`src/rtl/lc3b_types.sv`:
```
// Shared LC-3b datapath types: the machine word and the fetch sequencer
// state encoding, plus small helpers used by the fetch path.
package lc3b_types;

  typedef logic [15:0] lc3b_word;

  typedef enum logic [1:0] {
    IDLE  = 2'd0,
    REQ   = 2'd1,
    LOAD  = 2'd2,
    DRAIN = 2'd3
  } lc3b_fetch_state;

  // Instructions are two bytes wide, so the sequential PC advances by 2.
  localparam lc3b_word PC_STEP = 16'd2;

  // Memory is word addressed on even byte addresses; bit 0 is dropped.
  function automatic lc3b_word word_align(input lc3b_word addr);
    return {addr[15:1], 1'b0};
  endfunction

endpackage

```
`src/rtl/fetch_timer.sv`:
```
// Watchdog for the fetch memory handshake. Counts cycles spent waiting for
// mem_resp and flags expiry on the TIMEOUT_CYCLES-th waiting cycle.
// Only instantiated when FETCH_TIMEOUT_EN is defined.
module fetch_timer #(
  parameter int TIMEOUT_CYCLES = 256
) (
  input  logic clk,
  input  logic reset,
  input  logic clear,
  input  logic run,
  output logic expired
);

  localparam int CW = $clog2(TIMEOUT_CYCLES) + 1;

  logic [CW-1:0] r_count;

  // Count waiting cycles; a clear on entry to a new wait restarts from zero.
  always_ff @(posedge clk) begin
    if (reset || clear) begin
      r_count <= '0;
    end else if (run && !expired) begin
      r_count <= r_count + 1'b1;
    end
  end

  // The first waiting cycle sees a count of 0, so the last allowed one sees
  // TIMEOUT_CYCLES-1.
  assign expired = run && (r_count == CW'(TIMEOUT_CYCLES - 1));

endmodule

```
`src/rtl/fetch_unit.sv`:
```
// Instruction-fetch sequencer feeding the IR register. Accepts a fetch
// request, owns the mem_read/mem_resp handshake, and returns the instruction
// word with one-cycle ir_load/pc_load/fetch_done pulses and pc_next = PC+2.
// Optional mem_resp watchdog: define FETCH_TIMEOUT_EN to enable it; without
// it the unit waits indefinitely and fetch_err stays 0.
module fetch_unit
  import lc3b_types::*;
#(
  parameter int TIMEOUT_CYCLES = 256
) (
  input  logic        clk,
  input  logic        reset,
  input  logic        fetch_req,
  input  logic        flush,
  input  logic [15:0] pc_in,
  input  logic [15:0] mem_rdata,
  input  logic        mem_resp,
  output logic [15:0] mem_address,
  output logic        mem_read,
  output logic [15:0] ir_data,
  output logic        ir_load,
  output logic [15:0] pc_next,
  output logic        pc_load,
  output logic        fetch_done,
  output logic        busy,
  output logic        fetch_err
);

  if (TIMEOUT_CYCLES < 1) begin : g_bad_timeout
    $error("fetch_unit: TIMEOUT_CYCLES must be at least 1");
  end

  lc3b_fetch_state r_state;
  lc3b_fetch_state w_state_next;

  lc3b_word r_pc_cap;
  lc3b_word r_ir_data;
  lc3b_word r_pc_next;
  logic     r_fetch_err;

  logic w_capture;
  logic w_commit;
  logic w_timeout;
  logic w_timer_expired;

`ifdef FETCH_TIMEOUT_EN
  logic w_timer_clear;
  logic w_timer_run;

  // Restart the watchdog whenever a new wait (REQ or DRAIN) begins.
  assign w_timer_clear = ((w_state_next == REQ) || (w_state_next == DRAIN)) &&
                         (w_state_next != r_state);
  assign w_timer_run   = (r_state == REQ) || (r_state == DRAIN);

  fetch_timer #(
    .TIMEOUT_CYCLES (TIMEOUT_CYCLES)
  ) u_fetch_timer (
    .clk     (clk),
    .reset   (reset),
    .clear   (w_timer_clear),
    .run     (w_timer_run),
    .expired (w_timer_expired)
  );
`else
  assign w_timer_expired = 1'b0;
`endif

  // State register; a synchronous reset aborts any fetch in flight.
  always_ff @(posedge clk) begin
    // NOTE: sequential state uses <= so every flop samples pre-edge values.
    if (reset) begin
      r_state <= IDLE;
    end else begin
      r_state <= w_state_next;
    end
  end

  // Next-state decode and the strobes that steer the datapath registers.
  always_comb begin
    // NOTE: defaults first so no path leaves a signal unassigned (no latches).
    w_state_next = r_state;
    w_capture    = 1'b0;
    w_commit     = 1'b0;
    w_timeout    = 1'b0;
    unique case (r_state)
      IDLE: begin
        if (fetch_req && !flush) begin
          w_capture    = 1'b1;
          w_state_next = REQ;
        end
      end
      REQ: begin
        if (flush) begin
          // A flush coinciding with the response discards the data outright;
          // otherwise the outstanding access must still be drained.
          w_state_next = mem_resp ? IDLE : DRAIN;
        end else if (mem_resp) begin
          w_commit     = 1'b1;
          w_state_next = LOAD;
        end else if (w_timer_expired) begin
          w_timeout    = 1'b1;
          w_state_next = IDLE;
        end
      end
      DRAIN: begin
        if (mem_resp) begin
          w_state_next = IDLE;
        end else if (w_timer_expired) begin
          w_timeout    = 1'b1;
          w_state_next = IDLE;
        end
      end
      LOAD: begin
        // Result is already committed, so a flush here has nothing to abort.
        w_state_next = IDLE;
      end
      default: begin
        w_state_next = IDLE;
      end
    endcase
  end

  // PC capture, instruction and next-PC registers; they hold between fetches.
  always_ff @(posedge clk) begin
    if (reset) begin
      r_pc_cap    <= '0;
      r_ir_data   <= '0;
      r_pc_next   <= '0;
      r_fetch_err <= 1'b0;
    end else begin
      if (w_capture) begin
        r_pc_cap <= pc_in;
      end
      if (w_commit) begin
        r_ir_data <= mem_rdata;
        r_pc_next <= r_pc_cap + PC_STEP;
      end
      if (w_timeout) begin
        r_fetch_err <= 1'b1;
      end
    end
  end

  assign mem_address = word_align(r_pc_cap);
  assign mem_read    = (r_state == REQ) || (r_state == DRAIN);
  assign ir_data     = r_ir_data;
  assign ir_load     = (r_state == LOAD);
  assign pc_load     = (r_state == LOAD);
  assign fetch_done  = (r_state == LOAD);
  assign pc_next     = r_pc_next;
  assign busy        = (r_state != IDLE);
  assign fetch_err   = r_fetch_err;

endmodule

```
`config.mk`:
```
export PLATFORM = sky130hd
export DESIGN_NAME = fetch_unit
export DESIGN_NICKNAME = d
export VERILOG_FILES = /design/src/rtl/lc3b_types.sv /design/src/rtl/fetch_timer.sv /design/src/rtl/fetch_unit.sv
export SDC_FILE = /design/constraint.sdc
export NUM_CORES = 1
export LEC_CHECK = 0
export BUFFER_PORTS_ARGS = -buffer_cell sky130_fd_sc_hd__buf_2
export CAP_MARGIN = 20
export CORE_MARGIN = 2
export CORE_UTILIZATION = 51
export DETAILED_ROUTE_END_ITERATION = 10
export GPL_TIMING_DRIVEN = 0
export MAX_ROUTING_LAYER = met4
export PLACE_DENSITY = 0.86
export SLEW_MARGIN = 20
export SYNTH_ARGS = -nofsm -noshare
export SYNTH_HDL_FRONTEND = slang
export SYNTH_HIERARCHICAL = 1
export SYNTH_SLANG_ARGS = --single-unit
```
`constraint.sdc`:
```
create_clock -name clk -period 3.4 [get_ports clk]
set_input_delay 0.51 -clock clk [delete_from_list [all_inputs] [get_ports clk]]
set_output_delay 0.51 -clock clk [all_outputs]
set_load 0.01 [all_outputs]
```
==> metrics.md <==
| Metric | Value |
|---|---|
| Status | complete, no violations |
| Die ar. | roughly 4900 sq um |
| Cts bufs inserted | 5 |
| Req. time, crit path | approximately 2.9 ns |
| Yosys reg bits | 50 |
| Critical Path Max Stage Delay | 0.45 ns |
| Tcrit/Tclk final | 51.5% |
| Antenna Cells | 0 |
| Sw frac | 25.5% |
| Relative slew slack | 65.1% |
| Internal power | 0.000807 W |
| Share of the yosys chip area belonging to registers | 45.5% |
| Clock Sinks | 50 |
| WHS | 0.434 ns |
| Grt ovf | 0 |
| Critical path type | flop to output pin |
| Non-filler cells, final | about 400 |
| Leak | ~1.2 nW |
| WL final | 5.11 mm |
| Comb power frac | 11.7% |
| DP Area | about 2700 sq um |
| Initial antenna violation count | 0 |
| Hpwl dp | roughly 3.8 mm |
| Crit path DAT | 1.24 ns |
| Post-CTS resize count | 0 |
| Clock power frac | 30.8% |
| Starting Density | 53.8% |
| Port Buffers | between 80 and 90 |
| Mapped Avg Cell Area | 8.30 sq um |
| Number of global-route vias before repair | 1895 |
| # hold bufs at CTS | 0 |
| Most frequent cell after synthesis | nand2_1 |
| Vias per inst | 4.96 |
| Critical path buffers and inverters | 2 |
| Clk Latency, worst-skew pair | 0.30 ns |
| Max-Cap Viols | 0 |
| Fmax | 571 MHz |
| Largest area contributor in the netlist | dfxtp_1 |
| Worst slew pin tran | 0.524 ns |
| Setup Skew | 0.00720 ns |
| Die X | 69.7 um |
| Synth top area share | a little under half |
| Ys flop type | dfxtp_1 |
| CTS tree | yes |
| Number of enable flip-flop cells after synthesis | 0 |
| Met3 Resource Use GR | 5.23% |
| GRT Util Overall | 21.6% |
| Clock slew at reported path FFs | approximately 0.09 ns |
| Cell area after synthesis | 2200 sq um |
| Ys async rst share | 0% |
| DRT antenna net count | 0 |
| Routability cong. | 0.821 |
| Pwr per Cell Area | 389 nW/um^2 |
| Post-synth cell types | 28 |
| Net Switching | 0.000277 W |
| Yosys warns | 6 |
| Core Region | between 4000 and 5000 sq um |
| Hold Path Class | primary input to flop |
| Worst path slowest cell | dfxtp_1 |
| Fin nets | 398 |
| Synth top cells by count | nand2_1 (71), dfxtp_1 (50), a21oi_1 (36), buf_4 (20), nor2_1 (20) |
| Hold Startpoint | mem_rdata[4] |
| I/O pins | 91 |
| Final slew viol count | 0 |
| Max FO, Critical Path | 5 |
| R2R depth | 5 |
| Cell row count | 23 |
| Die height | 69.7 um |
| DRC violations left | 0 |
| Starting DRT DRC Count | 90 |
| Crit. path cell count | 3 |
| Root Driver | clkbuf_8 |
| Crit end category | output pin |
| R2r startpoint | r_pc_cap[2] |
| Bufs on Longest Clock Path | 2 |
| Final setup viols | 0 |
| Fin crit period | 1.75 ns |
| WHS Path Cells | 3 |
| Routing usage on met2 | 36.0% |
| Critical path's top delay family | flip-flops |
| Placed Cells | approximately 400 |
| Vias | 2032 |
| Max H-tree Level | 2 |
| Final hold viol count | 0 |
| Layout cells sized above 1 | about 36% |
| First-pass GRT wire length | 8.34 mm |
| Post-CTS setup buffers | 0 |
| Startpoint types | flop |
| Synth area leaders | dfxtp_1 (46%), nand2_1 (12%), a21oi_1 (8.2%) |
| Crit path from | r_state[1] |
| Setup Total Neg Slack | 0 ns |
| Cell area after layout | 2780 sq um |
| Area Growth Syn to Fin | 26.6% |
| Seq pwr share | between 50% and 60% |
| Peak supply drop | around 0.27 mV |
| Met1 GRT Util | 25.8% |
| Fillers | 347 |
| Largest net degree at the start of global routing | 16 |
| Worst-path cell chain | nor2b_1, buf_4, buf_2 |
| Drt first pass iters | 4 |
| DR WL/cell | 12.5 um |
| Unrepaired setup endpoints after global routing | false |
| Synth Instances | 265 |
| GR peak layer | met2 |
## power by group through the flow
stage,registers (W),logic [W],clock network (W)
final,0.000623,0.000127,0.000334
after global routing,0.000626,0.000139,0.000367
after CTS,0.000622,0.000128,0.000342
after detailed placement,0.000636,0.000127,0
after global placement,0.000635,0.000124,0
after floorplan,0.000635,0.0000734,0
## layer usage
layer | wire length (um) | vias up
met4 | 76 | 0
met2 | 2490 | 62
met1 | 2230 | 930
li1 | - | 1032
met3 | 303 | 8
met5 | 0 | -
## worst paths after layout
check	to	slack (ns)
max	pc_load	1.65
min	ir_data[4]	0.43
max reg2reg	pc_next[15]	1.72
min reg2reg	ir_data[6]	0.46
## metrics by stage
stage | util [%] | total power (W) | setup WS [ns]
3_3_place_gp | 66.1 | 0.000759 | 1.74
6_report | 68.1 | 0.00108 | 1.65
4_1_cts | 68.1 | 0.00109 | 1.64
3_5_place_dp | 66.1 | 0.000763 | 1.67
5_1_grt | 68.1 | 0.00113 | 1.60
2_1_floorplan | - | 0.000709 | 1.98
## worst min-delay path: cells and delay by family
kind	cells	cell delay, ns
compound gates	1	0.05
simple gates	1	0.04
buf+inv	1	0.09
## state kept, by name, summed over array words and instances, names as in the netlist
name / cells
r_pc_cap: 16
ir_data: 16
pc_next: 16
r_state: 2
## cell type report
| type | instances | area [sq um] | share of cell area (%) |
|---|---|---|---|
| multi-input combinational | 177 | 972 | 34.9 |
| clock buffer | 5 | 68.8 | 2.47 |
| inverter | 4 | 15.0 | 0.540 |
| tap | 50 | 62.6 | 2.25 |
| sequential | 50 | 1000 | 36.0 |
| clock inverter | 2 | 13.8 | 0.495 |
| timing repair buffer | 87 | 435 | 15.6 |
| buffer | 35 | 214 | 7.69 |
## cells by family after synthesis
group	synth area share, %
adder cells (fa/ha/maj)	0.569
other	0.171
flip-flops	45.5
XOR/XNOR	5.58
AO/OA/AOI/OAI	13.8
AND/OR/NAND/NOR	24.0
buffers and inverters	10.4
## layout by cell type (no fill, tap or decap), drive strengths merged, types with 2 or more instances in the layout
master,n
buf,113
nand2,71
dfxtp,50
a21oi,36
nor2,20
clkbuf,14
a211oi,13
xnor2,12
inv,5
nand3,3
nor3,3
nand4,3
nor4,3
xor2,2
conb,2
Note: power is estimated with default switching activity, not from simulation.
